<file path="config.mk">
export PLATFORM = sky130hd
export DESIGN_NAME = line_drawer_flat
export DESIGN_NICKNAME = d
export VERILOG_FILES = /design/src/rtl/vga_pkg.sv /design/src/rtl/line_drawer_if.sv /design/src/rtl/line_drawer.sv /design/src/flat_wrapper.sv
export SDC_FILE = /design/constraint.sdc
export NUM_CORES = 1
export LEC_CHECK = 0
export CAP_MARGIN = 25
export CORE_MARGIN = 2
export CORE_UTILIZATION = 32
export DETAILED_ROUTE_END_ITERATION = 8
export DONT_BUFFER_PORTS = 1
export SLEW_MARGIN = 25
export SYNTH_ARGS = -nofsm -noshare
export SYNTH_HDL_FRONTEND = slang
export SYNTH_SLANG_ARGS = --single-unit
</file>
<file path="constraint.sdc">
create_clock -name clk -period 6.85 [get_ports clk]
set_input_delay 0.3425 -clock clk [delete_from_list [all_inputs] [get_ports clk]]
set_output_delay 0.3425 -clock clk [all_outputs]
set_load 0.03 [all_outputs]
</file>
<file path="src/rtl/vga_pkg.sv">
// vga_pkg: shared definitions for the 160x120 VGA drawing blocks
// (screen-fill FSM, line_drawer and later drawing engines).
//   H_RES / V_RES          : visible screen size in pixels
//   XW_DEF / YW_DEF / CW_DEF : default coordinate and colour widths
//   colour_t               : 1 bit per RGB channel
//   line_state_t           : line_drawer FSM states
package vga_pkg;

    localparam int H_RES  = 160;
    localparam int V_RES  = 120;

    localparam int XW_DEF = 8;
    localparam int YW_DEF = 7;
    localparam int CW_DEF = 3;

    typedef logic [2:0] colour_t;

    typedef enum logic [1:0] {
        IDLE = 2'd0,
        INIT = 2'd1,
        DRAW = 2'd2,
        DONE = 2'd3
    } line_state_t;

endpackage

</file>
<file path="src/rtl/line_drawer_if.sv">
// line_drawer_if: request/pixel bundle between a line requester and
// line_drawer.
//   master : drives start, x0, x1, y0, y1, colour_in; sees the pixel stream
//   slave  : the drawer; drives x, y, colour, plot, busy, done
//
// Handshake: start is a level request, sampled only while the drawer is
// idle; the endpoints and colour are captured on the edge that accepts it.
// The pixel side has no ready: each cycle with plot=1 carries one pixel
// that the adapter writes on the edge ending that cycle.
interface line_drawer_if #(
    parameter int XW = vga_pkg::XW_DEF,
    parameter int YW = vga_pkg::YW_DEF,
    parameter int CW = vga_pkg::CW_DEF
);

    logic          start;
    logic [XW-1:0] x0;
    logic [XW-1:0] x1;
    logic [YW-1:0] y0;
    logic [YW-1:0] y1;
    logic [CW-1:0] colour_in;

    logic [XW-1:0] x;
    logic [YW-1:0] y;
    logic [CW-1:0] colour;
    logic          plot;
    logic          busy;
    logic          done;

    modport master (
        output start, x0, x1, y0, y1, colour_in,
        input  x, y, colour, plot, busy, done
    );

    modport slave (
        input  start, x0, x1, y0, y1, colour_in,
        output x, y, colour, plot, busy, done
    );

endinterface

</file>
<file path="src/rtl/line_drawer.sv">
// line_drawer: Bresenham line rasteriser feeding the vga_adapter pixel port.
// A start request latches two endpoints and a colour; after one INIT cycle
// the drawer emits one pixel per clock (x/y/colour with plot=1) until the
// far endpoint has been written, then holds done until start drops.
//
// Ports:
//   clk     : system clock
//   reset   : asynchronous, active-low
//   bus     : line_drawer_if.slave (request inputs, pixel/status outputs)
//   state_o : current FSM state, for observation
//
// Build option: define LINE_DRAWER_CLIP_EN to suppress plot for pixels at
// x >= H_RES or y >= V_RES; the walk and its cycle count are unchanged.
module line_drawer
    import vga_pkg::*;
#(
    parameter int XW = XW_DEF,
    parameter int YW = YW_DEF,
    parameter int CW = CW_DEF
) (
    input  logic         clk,
    input  logic         reset,
    line_drawer_if.slave bus,
    output line_state_t  state_o
);

    // Error term width: wide enough for 2*err over any in-range endpoints.
    localparam int EW = XW + 3;
    typedef logic signed [EW-1:0] err_t;

    line_state_t   state_q;
    logic [XW-1:0] x0_q, x1_q, x_q;
    logic [YW-1:0] y0_q, y1_q, y_q;
    logic [CW-1:0] colour_q;
    logic          plot_q, busy_q, done_q;
    logic          sx_neg_q, sy_neg_q;
    err_t          dx_q, dy_q, err_q;

    // INIT values, formed from the latched endpoints.
    err_t ax0, ax1, ay0, ay1, dx_init, dy_init;
    assign ax0 = signed'({{(EW-XW){1'b0}}, x0_q});
    assign ax1 = signed'({{(EW-XW){1'b0}}, x1_q});
    assign ay0 = signed'({{(EW-YW){1'b0}}, y0_q});
    assign ay1 = signed'({{(EW-YW){1'b0}}, y1_q});
    assign dx_init = (ax1 >= ax0) ? (ax1 - ax0) : (ax0 - ax1);
    assign dy_init = (ay1 >= ay0) ? (ay0 - ay1) : (ay1 - ay0);  // -|y1-y0|

    // One Bresenham step; both decisions use the pre-update err.
    err_t          e2, err_d;
    logic          step_x, step_y, at_end;
    logic [XW-1:0] x_d;
    logic [YW-1:0] y_d;

    assign e2     = err_q <<< 1;
    assign step_x = (e2 >= dy_q);
    assign step_y = (e2 <= dx_q);
    assign at_end = (x_q == x1_q) && (y_q == y1_q);

    always_comb begin
        err_d = err_q;
        if (step_x) err_d = err_d + dy_q;
        if (step_y) err_d = err_d + dx_q;
    end

    assign x_d = !step_x ? x_q : (sx_neg_q ? x_q - 1'b1 : x_q + 1'b1);
    assign y_d = !step_y ? y_q : (sy_neg_q ? y_q - 1'b1 : y_q + 1'b1);

    // plot value for the first pixel (init_vis) and for each stepped pixel.
    logic init_vis, step_vis;
`ifdef LINE_DRAWER_CLIP_EN
    assign init_vis = (int'(x0_q) < H_RES) && (int'(y0_q) < V_RES);
    assign step_vis = (int'(x_d)  < H_RES) && (int'(y_d)  < V_RES);
`else
    assign init_vis = 1'b1;
    assign step_vis = 1'b1;
`endif

    always_ff @(posedge clk or negedge reset) begin
        if (!reset) begin
            state_q  <= IDLE;
            x0_q     <= '0;
            x1_q     <= '0;
            y0_q     <= '0;
            y1_q     <= '0;
            x_q      <= '0;
            y_q      <= '0;
            colour_q <= '0;
            plot_q   <= 1'b0;
            busy_q   <= 1'b0;
            done_q   <= 1'b0;
            sx_neg_q <= 1'b0;
            sy_neg_q <= 1'b0;
            dx_q     <= '0;
            dy_q     <= '0;
            err_q    <= '0;
        end else begin
            case (state_q)
                IDLE: begin
                    if (bus.start) begin
                        x0_q     <= bus.x0;
                        x1_q     <= bus.x1;
                        y0_q     <= bus.y0;
                        y1_q     <= bus.y1;
                        colour_q <= bus.colour_in;
                        busy_q   <= 1'b1;
                        state_q  <= INIT;
                    end
                end
                INIT: begin
                    dx_q     <= dx_init;
                    dy_q     <= dy_init;
                    err_q    <= dx_init + dy_init;
                    sx_neg_q <= !(x0_q < x1_q);
                    sy_neg_q <= !(y0_q < y1_q);
                    x_q      <= x0_q;
                    y_q      <= y0_q;
                    plot_q   <= init_vis;
                    state_q  <= DRAW;
                end
                DRAW: begin
                    // The pixel on the outputs now is written at this edge;
                    // if it was the far endpoint the line is complete.
                    if (at_end) begin
                        plot_q  <= 1'b0;
                        busy_q  <= 1'b0;
                        done_q  <= 1'b1;
                        state_q <= DONE;
                    end else begin
                        err_q  <= err_d;
                        x_q    <= x_d;
                        y_q    <= y_d;
                        plot_q <= step_vis;
                    end
                end
                DONE: begin
                    // Wait for start to drop so a held key draws only once.
                    if (!bus.start) begin
                        done_q  <= 1'b0;
                        state_q <= IDLE;
                    end
                end
                default: state_q <= IDLE;
            endcase
        end
    end

    assign bus.x      = x_q;
    assign bus.y      = y_q;
    assign bus.colour = colour_q;
    assign bus.plot   = plot_q;
    assign bus.busy   = busy_q;
    assign bus.done   = done_q;
    assign state_o    = state_q;

endmodule
</file>
<file path="src/flat_wrapper.sv">
// flat-port wrapper written by rule: the top's interface ports become plain ports
module line_drawer_flat import vga_pkg::*;
#(
    parameter int XW = XW_DEF,
    parameter int YW = YW_DEF,
    parameter int CW = CW_DEF
)
  (clk, reset, state_o, bus_start, bus_x0, bus_x1, bus_y0, bus_y1, bus_colour_in, bus_x, bus_y, bus_colour, bus_plot, bus_busy, bus_done);
  line_drawer_if #(.XW(XW), .YW(YW), .CW(CW)) bus_i ();
  input  logic clk;
  input  logic reset;
  output line_state_t state_o;
  input wire logic [$bits(bus_i.start)-1:0] bus_start;
  input wire logic [$bits(bus_i.x0)-1:0] bus_x0;
  input wire logic [$bits(bus_i.x1)-1:0] bus_x1;
  input wire logic [$bits(bus_i.y0)-1:0] bus_y0;
  input wire logic [$bits(bus_i.y1)-1:0] bus_y1;
  input wire logic [$bits(bus_i.colour_in)-1:0] bus_colour_in;
  output wire logic [$bits(bus_i.x)-1:0] bus_x;
  output wire logic [$bits(bus_i.y)-1:0] bus_y;
  output wire logic [$bits(bus_i.colour)-1:0] bus_colour;
  output wire logic [$bits(bus_i.plot)-1:0] bus_plot;
  output wire logic [$bits(bus_i.busy)-1:0] bus_busy;
  output wire logic [$bits(bus_i.done)-1:0] bus_done;
  assign bus_i.start = bus_start;
  assign bus_i.x0 = bus_x0;
  assign bus_i.x1 = bus_x1;
  assign bus_i.y0 = bus_y0;
  assign bus_i.y1 = bus_y1;
  assign bus_i.colour_in = bus_colour_in;
  assign bus_x = bus_i.x;
  assign bus_y = bus_i.y;
  assign bus_colour = bus_i.colour;
  assign bus_plot = bus_i.plot;
  assign bus_busy = bus_i.busy;
  assign bus_done = bus_i.done;
  line_drawer #(.XW(XW), .YW(YW), .CW(CW)) u_core (.clk(clk), .reset(reset), .bus(bus_i), .state_o(state_o));
endmodule
</file>
==> results.sh <==
export IMPL_dieWidth_um=152
export IMPL_antenna_found_initial=0
export IMPL_clkLatencyLatePin_ns=0.35
export IMPL_design_core_area_mm2=0.0217
export IMPL_rows=54
export IMPL_grt_pass1_wl_um=28100
export IMPL_yosys_warnings=0
export IMPL_seq_area_mm2=0.00205
export IMPL_routedWlPerCell_um=16.2
export IMPL_netlist_top_cells_area="dfrtp_1 29%, ha_1 17%, mux2_2 7.2%, a21oi_1 4.2%, inv_1 4.1%"
export IMPL_fin_skew_ns=0.0131
export IMPL_seq_area_frac_synth_pct=29.2
export IMPL_htreeDepth=3
export IMPL_rsz0062_at_grt="no"
export IMPL_worstPathArrival_ns=4.96
export IMPL_io_buffers=0
export IMPL_nets=898
export IMPL_cts_buffers=9
export IMPL_fill_cells=2181
export IMPL_grt_max_degree=83
export IMPL_path_clk_slew_ns=0.07
export IMPL_die_height_um=152
export IMPL_hold_path_class="primary input to register"
export IMPL_cp_data_required_time_ns=7.09
export IMPL_synth_area_per_cell_um2=9.22
export IMPL_synth_top_area_share_pct=29.2
export IMPL_multi_input_area_mm2=0.00459
export IMPL_synth_commonest_cells="93 x ha_1, 82 x dfrtp_1, 76 x inv_1"
export IMPL_min_period_ns=4.73
export IMPL_crit_start="u_core.x1_q[1]"
export IMPL_track_usage_pct=14.9
export IMPL_clock_sinks=82
export IMPL_synth_edff_count=0
export IMPL_endpoint_kind="register"
export IMPL_root_buffer="clkbuf_16"
export IMPL_synth_main_ff_cell="dfrtp_1"
export IMPL_worstSetupPathType="register to register"
export IMPL_synth_distinct_cells=63
export IMPL_cts_tree="done"
export IMPL_drt_iter0_drc=258
export IMPL_cp_max_fo=10
export IMPL_synth_area_mm2=0.00702
export IMPL_synthArstFlopShare_pct=100
export IMPL_routabilityCongestion=0.848
export IMPL_initial_core_util_pct=32.4
export IMPL_fmaxAchievable_mhz=212
export IMPL_synthCells=761
export IMPL_final_layout_size_suffix_gt1_share_pct=9.93
export IMPL_drc=0
export IMPL_syn_num_nets=899
export IMPL_antenna_cells=0
export IMPL_synth_ff_latch_count=82
export IMPL_status="completed"
export IMPL_num_vias=5290
export IMPL_synth_top_area_cell="dfrtp_1"
export IMPL_grt_pass1_vias=5404
export IMPL_pin_count=59
export IMPL_syn_to_final_growth_pct=9.22
export IMPL_post_cts_setup_buffer_count=0
export IMPL_vias_per_cell=5.06
export IMPL_setup_violations=0
export IMPL_hp_start="bus_y1[4]"
export IMPL_relSlewSlack_pct=32.0
export IMPL_postRouteAntennaNets=0
export IMPL_start_kind="register"
export IMPL_drt_wl_total_um=16900
export IMPL_finalHoldViolations=0
export IMPL_firstDrtPassIters=4
export IMPL_hpwl_um=12900
export IMPL_r2r_start="u_core.x1_q[1]"
export IMPL_yosysMostFrequentCell="ha_1"
export IMPL_overflow=0
export IMPL_fin_tns_setup_ns=0
export IMPL_clockBufferDepth=2
export IMPL_die_area_mm2=0.0231
export IMPL_worstMarginPinSlew_ns=1.01
export IMPL_slew_violations=0
export IMPL_timing_final_crit_share_pct=69.0
export IMPL_cap_viol_max_count=0
-- sequential cells by signal, summed over array words and instances (netlist names) --
register / flops
u_core.bus.busy: 1
u_core.bus.done: 1
u_core.dy_q: 8
u_core.y1_q: 7
u_core.state_o: 2
u_core.bus.colour: 3
u_core.x0_q: 8
u_core.dx_q: 9
u_core.err_q: 10
u_core.bus.plot: 1
u_core.bus.x: 8
u_core.sx_neg_q: 1
u_core.bus.y: 7
u_core.x1_q: 8
u_core.sy_neg_q: 1
u_core.y0_q: 7
-- placed cells by master, fill, tap and decap left out, drive strengths merged, types with 7 or more instances in the layout --
cell    instances
xor2           29
dfrtp          82
mux2           46
nand3           9
a21oi          59
a21o           20
nor2           45
mux2i          27
xnor2          31
ha             93
inv            77
nand2b          7
nand2          46
o21ai          57
nor3           15
nor2b           8
o21bai          9
fa              9
buf             7
clkbuf         11
-- path summary, 6_finish.rpt --
| path | slack, ns | end | depth (start not counted) |
|---|---|---|---|
| min in group asynchronous | 0.56 | u_core.bus.y[3] | 2 |
| min | 0.14 | u_core.y1_q[4] | 1 |
| max in group asynchronous | 5.93 | u_core.dx_q[9] | 2 |
| min reg2reg | 0.55 | u_core.dx_q[7] | 1 |
| max reg2reg | 2.12 | u_core.err_q[9] | 16 |
| max | 2.12 | u_core.err_q[9] | 16 |
-- worst max-delay path: stages, from the launching register on --
cell	delay, ns
dfrtp_1	0.46
inv_1	0.11
ha_1	0.34
nand2b_1	0.09
a21oi_1	0.20
a21oi_1	0.12
o21ai_1	0.79
mux2_2	0.48
ha_1	0.28
a21o_1	0.15
a21oi_1	0.22
nor2b_1	0.07
o21ai_0	0.29
a21oi_1	0.16
a2111oi_0	0.44
a2111oi_0	0.17
a311oi_1	0.23
-- logic make-up (layout without fill, tap and decap cells) --
family	Yosys count	after routing	synth area share (%)
AO/OA/AOI/OAI	195	195	17.3
AND/OR/NAND/NOR	152	152	10.1
adder cells (fa/ha/maj)	102	102	19.2
XOR/XNOR	60	60	7.49
multiplexers	73	73	11.3
flip-flops	82	82	29.2
buffers and inverters	97	101	5.42
-- timing repair --
action	CTS	global route
endpoints found under the hold margin	82	0
resized for setup	0	0
hold buffers	2	0
-- per-layer routing --
layer / part of all wire, % / up-vias / track usage [%]
met3: 4.6 / 14 / 2.85
met4: 1.2 / 0 / 3.92
li1: - / 2688 / -
met2: 48 / 85 / 25.7
met5: 0 / - / 0
met1: 47 / 2503 / 19.2
-- through the flow --
step | cells | hold WS (ns) | util, % | area [um^2] | worst slack (ns)
global route | 1045 | 0.123 | 35.3 | 7660 | 1.71
global placement | 1027 | 0.0483 | 33.8 | 7330 | 2.22
finish | 1045 | 0.142 | 35.3 | 7660 | 2.12
CTS | 1045 | 0.127 | 35.3 | 7660 | 2.06
detailed placement | 1027 | 0.0484 | 33.8 | 7330 | 2.11
floorplan | 761 | 0.0469 | - | 7020 | 3.16
-- cell type report --
class | instances | share of cell area, %
tap | 280 | 4.57
sequential | 82 | 26.8
clock inverter | 5 | 0.816
clock buffer | 11 | 3.04
multi-input combinational | 582 | 60.0
timing repair buffer | 8 | 1.08
inverter | 77 | 3.77
Power is left out: the tool's default activity adds up to more than one toggle a clock period on the data nets, which glitch-free logic cannot reach.
